==> config.mk <==
export PLATFORM = sky130hd
export DESIGN_NAME = adder_accumulator
export DESIGN_NICKNAME = d
export VERILOG_FILES = /design/src/rtl/adder_accumulator_pkg.sv /design/src/rtl/adder_accumulator_adder.sv /design/src/rtl/adder_accumulator.sv
export SDC_FILE = /design/constraint.sdc
export NUM_CORES = 1
export LEC_CHECK = 0
export CORE_AREA = 2 2 47 49
export CTS_BUF_LIST = sky130_fd_sc_hd__clkbuf_2
export DETAILED_ROUTE_END_ITERATION = 10
export DIE_AREA = 0 0 49 51
export PLACE_DENSITY = 0.82
export RECOVER_POWER = 25
export SYNTH_ARGS = -nofsm -noshare
export SYNTH_HDL_FRONTEND = slang
export SYNTH_SLANG_ARGS = --single-unit
==> constraint.sdc <==
create_clock -name clk -period 4.4 [get_ports clk]
set_clock_uncertainty 0.05 [all_clocks]
set_input_delay 0.88 -clock clk [delete_from_list [all_inputs] [get_ports clk]]
set_output_delay 0.88 -clock clk [all_outputs]
set_load 0.02 [all_outputs]
==> src/rtl/adder_accumulator_pkg.sv <==
// Shared types and default sizing for the burst adder/accumulator.
package adder_accumulator_pkg;

  localparam int DEFAULT_WIDTH = 4;
  localparam int DEFAULT_CNT_W = 8;

  typedef enum logic [1:0] {
    IDLE,
    ACCUM,
    DONE
  } state_t;

endpackage

==> src/rtl/adder_accumulator_adder.sv <==
// WIDTH-bit ripple-carry adder with carry-out, used as the accumulator datapath.
module AdderRippleCarry #(
  parameter int WIDTH = 4
) (
  input  logic [WIDTH-1:0] a,
  input  logic [WIDTH-1:0] b,
  output logic [WIDTH-1:0] sum,
  output logic             carry_out
);

  logic [WIDTH:0] carry;

  assign carry[0] = 1'b0;

  for (genvar i = 0; i < WIDTH; i++) begin : g_bit
    assign sum[i]       = a[i] ^ b[i] ^ carry[i];
    assign carry[i + 1] = (a[i] & b[i]) | (carry[i] & (a[i] ^ b[i]));
  end

  assign carry_out = carry[WIDTH];

endmodule

==> src/rtl/adder_accumulator.sv <==
// Accumulates a burst of operands (closed by in_last) and presents the sum,
// sticky overflow and saturating operand count until the consumer takes it.
module adder_accumulator
  import adder_accumulator_pkg::*;
#(
  parameter int WIDTH = DEFAULT_WIDTH,
  parameter int CNT_W = DEFAULT_CNT_W
) (
  input  logic             clk,
  input  logic             rst_n,
  input  logic             in_valid,
  output logic             in_ready,
  input  logic [WIDTH-1:0] in_data,
  input  logic             in_last,
  output logic             out_valid,
  input  logic             out_ready,
  output logic [WIDTH-1:0] out_sum,
  output logic             out_ovf,
  output logic [CNT_W-1:0] out_count
);

  localparam logic [CNT_W-1:0] CNT_ONE = CNT_W'(1);
  localparam logic [CNT_W-1:0] CNT_MAX = '1;

  state_t           state, state_next;
  logic [WIDTH-1:0] acc, acc_next;
  logic             ovf, ovf_next;
  logic [CNT_W-1:0] count, count_next;
  logic [WIDTH-1:0] add_sum;
  logic             add_carry;
  logic             ready_en;
  logic             in_fire;
  logic             out_fire;

  AdderRippleCarry #(.WIDTH(WIDTH)) u_adder (
    .a         (acc),
    .b         (in_data),
    .sum       (add_sum),
    .carry_out (add_carry)
  );

  // ready_en keeps in_ready low during reset and until the first edge after it.
  assign in_ready  = ready_en && (state != DONE);
  assign out_valid = (state == DONE);
  assign in_fire   = in_valid && in_ready;
  assign out_fire  = out_valid && out_ready;

  // Result fields are zero whenever no result is being offered.
  assign out_sum   = out_valid ? acc   : '0;
  assign out_ovf   = out_valid ? ovf   : 1'b0;
  assign out_count = out_valid ? count : '0;

  // FSM state register.
  always_ff @(posedge clk or negedge rst_n) begin
    // NOTE: sequential state uses non-blocking assignments so every register
    // samples the pre-edge values regardless of block ordering.
    if (!rst_n) state <= IDLE;
    else        state <= state_next;
  end

  // Next-state decode: advance only on handshakes, otherwise hold.
  always_comb begin
    // NOTE: every output of a combinational block gets a default first;
    // a missed branch would otherwise infer a latch.
    state_next = state;
    unique case (state)
      IDLE:    if (in_fire) state_next = in_last ? DONE : ACCUM;
      ACCUM:   if (in_fire && in_last) state_next = DONE;
      DONE:    if (out_fire) state_next = IDLE;
      default: state_next = IDLE;
    endcase
  end

  // Datapath next values: load on the first operand, add afterwards, clear on output.
  always_comb begin
    acc_next   = acc;
    ovf_next   = ovf;
    count_next = count;
    unique case (state)
      IDLE: begin
        if (in_fire) begin
          acc_next   = in_data;
          ovf_next   = 1'b0;
          count_next = CNT_ONE;
        end
      end
      ACCUM: begin
        if (in_fire) begin
          acc_next   = add_sum;
          ovf_next   = ovf | add_carry;
          count_next = (count == CNT_MAX) ? count : count + CNT_ONE;
        end
      end
      DONE: begin
        if (out_fire) begin
          acc_next   = '0;
          ovf_next   = 1'b0;
          count_next = '0;
        end
      end
      default: begin
        acc_next   = '0;
        ovf_next   = 1'b0;
        count_next = '0;
      end
    endcase
  end

  // Datapath and input-enable registers.
  always_ff @(posedge clk or negedge rst_n) begin
    if (!rst_n) begin
      acc      <= '0;
      ovf      <= 1'b0;
      count    <= '0;
      ready_en <= 1'b0;
    end else begin
      acc      <= acc_next;
      ovf      <= ovf_next;
      count    <= count_next;
      ready_en <= 1'b1;
    end
  end

endmodule

* Yosys cells after proc, flatten, opt, wreduce, memory -nomap -nowiden *
Cells that the tools add are included.

storage, ports and cells
  word-level logic and storage cells = 62
  bits in registers = 16
  output and inout bits = 15

cells by class
  reduce and logical (&&, ||, !) cells = 8
  add/sub/neg operators = 1
  bitwise operators = 18
  equality and inequality tests = 9
  multiplexer cells = 21

operator list
  kind                                                    count
  2-to-1 mux 8 bit                                        5
  case mux 8 bit (3 select lines)                         1
  2-to-1 mux 4 bit                                        4
  case mux 4 bit (3 select lines)                         1
  inequality test 2 bit (second input constant)           5
  adder 8 x 1 -> 8 bit (second input constant)            1
  == test 8 bit (second input constant)                   1
  2-to-1 mux 2 bit                                        4
  AND 1 bit                                               7
  XOR 1 bit                                               7
  case mux 2 bit (3 select lines)                         1
  AND reduction 3 bit                                     2
  logical AND 1 bit                                       4
  2-to-1 mux 1 bit                                        4
  bitwise OR 1 bit                                        4
  AND reduction 4 bit                                     1
  case mux 1 bit (3 select lines)                         1
  == test 2 x 1 -> 1 bit (second input constant)          1
  == test 2 bit (second input constant)                   1
  logical NOT 2 bit                                       1
  inequality test 2 x 1 -> 1 bit (second input constant)  1

* Longest topological paths before layout *
  word-level depth = 10
  gate-level depth with buffers = 8

* By module *
Synthesis repeated with hierarchy kept, for this count alone.

unflattened totals
  cells, all modules = 118
  area, all modules = 1098.6 um^2

modules (own cells, without submodules)
  module             cells an instance  area an instance (um^2)  times used
  adder_accumulator  104                988.4                    1
  AdderRippleCarry   14                 110.1                    1

* Worst setup path before layout *
OpenSTA, ideal clock, no wires.

  path type = input -> register
  start point = in in_data[0]
  end point = reg acc[3]
  library setup time = 0.095 ns
  setup slack = 1.888 ns
  arrival = 2.366 ns
  data required time = 4.255 ns
  cell stages on the path = 8
  path through = ha_1 inv_1 fa_1 inv_1 fa_1 fa_1 mux2i_1 o31ai_1

between the ends
  cells in the longest elaborated chain, start to end = 8

ends and longest elaborated chain
  item                             RTL line                       RTL
  start, declared                  adder_accumulator.sv:13        input logic [WIDTH-1:0] in_data,
  AND 1 bit (2 in series)          adder_accumulator_adder.sv:17  assign carry[i + 1] = (a[i] & b[i]) | (carry[i] & (a[i] ^ b[i]));
  bitwise OR 1 bit                 adder_accumulator_adder.sv:17
  AND 1 bit                        adder_accumulator_adder.sv:17
  bitwise OR 1 bit                 adder_accumulator_adder.sv:17
  XOR 1 bit                        adder_accumulator_adder.sv:16  assign sum[i] = a[i] ^ b[i] ^ carry[i];
  2-to-1 mux 4 bit                 adder_accumulator.sv:88        if (in_fire) begin
  case mux 4 bit (3 select lines)  adder_accumulator.sv:79        unique case (state)
  end signal, assigned             adder_accumulator.sv:117       acc <= acc_next;
  end, declared                    adder_accumulator.sv:26        logic [WIDTH-1:0] acc, acc_next;

Every way passes these cells. The select of a mux whose other input is x is not followed.
A chain may end at the register's enable or synchronous reset.

* Final worst setup path *
  start point = reg state[1]
  end point = out out_ovf

between the ends
  cells in the longest elaborated chain, start to end = 2

ends and longest elaborated chain
  item                    RTL line                 RTL
  start, declared         adder_accumulator.sv:25  state_t state, state_next;
  start signal, assigned  adder_accumulator.sv:58  else state <= state_next;
  == test 2 bit           adder_accumulator.sv:44  assign out_valid = (state == DONE);
  2-to-1 mux 1 bit        adder_accumulator.sv:50  assign out_ovf = out_valid ? ovf : 1'b0;
  end, declared           adder_accumulator.sv:18  output logic out_ovf,

Every way passes these cells.

==> results by stage <==
Hold path:
- The class of the worst hold path is reg -> reg.

Synth:
- Synthesis instantiated 35 different standard cells from the library.
- By area the synthesized netlist is led by sky130_fd_sc_hd__dfrtp_1, sky130_fd_sc_hd__and2_1, sky130_fd_sc_hd__fa_1.
- The largest area contributor in the netlist is sky130_fd_sc_hd__dfrtp_1.
- After synthesis, the share of flip-flops with an asynchronous set or reset is 100%.
- The synthesized design contains 16 register bits.
- The most used flip-flop cell after synthesis is sky130_fd_sc_hd__dfrtp_1.
- The number of instances in the synthesized netlist is 111.
- The synthesized design contains 0 enable-type register cells.
- The per-instance average area after synthesis is 9.22 um2.
- The synthesized netlist occupies a cell area of 0.00102 mm2.
- The number of nets handed over by synthesis was 125.
- Sequential cells were found to cover 39.1% of the synthesized design area.
- The top-area cell type share of the netlist area is 39.1%.
- The number of synthesis warnings is 0.

Cells and area:
- The post-route netlist has 3.03% of its cells at a drive strength greater than 1.
- The number of non-filler instances in the completed layout is 160.
- The repair_antennas step left the layout with diodes totalling 0.
- The net count of the finished layout is 147.
- The end-of-flow core utilization is 61.9%.
- The leading cell type in the layout, fill and taps excluded is sky130_fd_sc_hd__clkdlybuf4s50_1.
- The library cells used most frequently in the layout, excluding fill and tap cells, are sky130_fd_sc_hd__clkdlybuf4s50_1, sky130_fd_sc_hd__dfrtp_1, sky130_fd_sc_hd__and2_1.
- The final design instance area without fill is 0.00128 mm2.
- From synthesis to final layout, the design area changed by 24.8%.

Clock tree:
- The count of instances resized after the clock tree is built is 0.
- CTS built an H-tree with a depth of 1.
- The TritonCTS sink count is 16.
- The buffer levels on the longest clock path is 2.
- In this run, CTS created clock tree buffers numbering 3.
- After clock tree synthesis, the clock-pin slew on the worst setup and hold paths is 0.15 ns.
- The buffer cell driving the clock tree root is sky130_fd_sc_hd__clkbuf_2.
- The number of setup buffers added after CTS is 0.
- The CTS tree is yes.
- The number of hold buffers added after CTS is 0.
- The insertion delay to the later sink of the worst-skew pair is 0.30 ns.

Routing:
- The final route contains 893 vias.
- The wire length after detailed routing is 2.19 mm.
- The final antenna-violating net count is 0.
- After the first detailed-routing iteration, the DRC count stood at 31.
- The post-route DRC violation count is 0.
- The number of detailed-route iterations in the first pass is 4.
- The routed length per instance is 13.7 um.
- The vias per cell is 5.58.

Floorplanning:
- The floorplan die area is 0.00250 mm2.
- After floorplanning, the core was divided into 17 placement rows.
- The core region is 0.00206 mm2.
- The number of primary I/O pins is 24.
- From left edge to right edge, the die measures 49 um.
- The effective utilization at floorplan is 49.6%.
- The chip height is 51 um.

Timing:
- The worst path needs 3.43 ns of the cycle, external delays included.
- Setup violations remaining at the end of the flow were counted as 0.
- After routing, the total negative slack on setup checks comes to 0 ns.
- The final hold violation count is 0.
- Setup repair after global routing left no endpoint under its margin.
- After layout, the worst setup slack is 0.968 ns.
- The transition time of the tightest slew-check pin is 0.908 ns.
- The worst slew margin relative to its limit is 39.3%.
- The timing-limited maximum frequency is 291 MHz.
- The max-slew violation count is 0.
- The part of the cycle the worst path needs is 78.0%.

Worst setup path:
- The worst path buffer plus inverter count is 1.
- The type of element capturing the critical path is an output port.
- Data arrives at the worst endpoint at 2.50 ns.
- On the critical path, the stage with the largest delay is an instance of sky130_fd_sc_hd__nor2b_1.
- Of all nets on the critical path, the largest fanout is 16.
- The kind of critical path is reg -> out.
- Walking the worst path, the cells encountered are nor2b_1, and2_1, clkdlybuf4s50_1.
- The largest single stage delay on the critical path is 0.78 ns.
- STA puts the critical path data required time at 3.47 ns.
- The startpoint type of the worst setup path is a flop.
- The cell type group with the largest total delay on the critical path is simple AND/OR/NAND/NOR gates.

Pwr:
- For this design the static power due to leakage is 0.000549 uW.
- For this design the ratio of total power to cell area is 291 mW/mm2.
- IR analysis of the VDD net gives a maximum drop of 0.207 mV.

Global route:
- The via count of the first global-routing pass is 834.
- Global routing finished with a remaining overflow of 0.
- The wire length of the first global-routing pass is 3.71 mm.
- Global routing consumed, over all layers together, 19.6% of the routing resources.
- The initial antenna violation count is 0.
- The largest net degree at the start of global routing is 17.

Flow run:
- The number of max-cap violations is 0.

Placement:
- The total cell area at the placement stage is 0.00126 mm2.
- The worst slack at placement is 1.26 ns.
- The number of placed instances, taps included, is 156.
- Input and output buffers added on the ports amount to 23.
- The final weighted congestion in routability-driven placement is 0.817.
- The half-perimeter wire length of the detailed placement result is 1.62 mm.

Outcome:
- The run finished with clean final reports.
[cell usage after synthesis (2+ instances only)]
library cell	instances
sky130_fd_sc_hd__dfrtp_1	16
sky130_fd_sc_hd__and2_1	13
sky130_fd_sc_hd__nand2_1	9
sky130_fd_sc_hd__a21oi_1	6
sky130_fd_sc_hd__buf_2	6
sky130_fd_sc_hd__inv_1	6
sky130_fd_sc_hd__o21ai_0	6
sky130_fd_sc_hd__nor2_1	5
sky130_fd_sc_hd__nand3_1	4
sky130_fd_sc_hd__o31ai_1	4
sky130_fd_sc_hd__fa_1	3
sky130_fd_sc_hd__mux2i_1	3
sky130_fd_sc_hd__nor2b_1	3
sky130_fd_sc_hd__a211o_1	2
sky130_fd_sc_hd__a31oi_1	2
sky130_fd_sc_hd__ha_1	2
sky130_fd_sc_hd__nand4_1	2
sky130_fd_sc_hd__o22a_1	2
[where the power goes]
part,total (uW),switching [uW],internal (uW)
clock,68.7,48.9,19.7
combinational,110,58.0,51.7
sequential,194,26.9,167
[per-layer routing]
layer | up-vias | wire [um] | share of wire, % | GRT usage (%)
li1 | 439 | - | - | -
met1 | 420 | 990 | 45 | 24.3
met2 | 29 | 1060 | 49 | 34.5
met3 | 5 | 88 | 4.0 | 1.75
met4 | 0 | 48 | 2.2 | 10.0
met5 | - | 0 | 0 | 0
[metrics by stage]
step	hold slack, ns	total power [uW]
CTS	0.501	375
detailed placement	0.467	307
global route	0.533	397
finish	0.504	372
global placement	0.453	298
floorplan	0.416	265
[worst min-delay path: cells and delay by family (launching register included)]
kind / cells / cell delay [ns]
flops: 1 / 0.40
compound gates: 1 / 0.07
simple gates: 1 / 0.06
[final cells by class]
type / count / area [um2]
fill: 185 / 786
multi-input combinational: 83 / 571
sequential: 16 / 400
timing repair buffer: 23 / 230
tap: 28 / 35.0
inverter: 6 / 22.5
clock buffer: 3 / 15.0
clock inverter: 1 / 3.75
[path summary, 6_finish.rpt]
path                                      start                   end  slack, ns  depth (start not counted)
max                        state[1]$_DFFE_PN0P_               out_ovf       0.97                          3
max in group asynchronous                 rst_n  state[0]$_DFFE_PN0P_       2.86                          1
max reg2reg                  acc[0]$_DFFE_PN0P_    acc[3]$_DFFE_PN0P_       2.19                          8
min reg2reg                  acc[0]$_DFFE_PN0P_    acc[0]$_DFFE_PN0P_       0.50                          2
min                          acc[0]$_DFFE_PN0P_    acc[0]$_DFFE_PN0P_       0.50                          2
min in group asynchronous                 rst_n  count[4]$_DFFE_PN0P_       0.99                          1
[flip-flops by register name (all words and copies together), names as in the netlist]
register / flops
count: 8
state: 2
ovf: 1
ready_en: 1
acc: 4
[cells by family (layout without fill, tap and decap cells)]
logic type | Yosys count | count (layout) | synth area share, %
AO/OA/AOI/OAI | 30 | 30 | 20.4
adder cells (fa/ha/maj) | 5 | 5 | 8.31
buffers and inverters | 12 | 33 | 5.13
flip-flops | 16 | 16 | 39.1
multiplexers | 4 | 4 | 4.03
other | 1 | 1 | 0.366
AND/OR/NAND/NOR | 43 | 43 | 22.6
(Power assumes the default switching activity.)
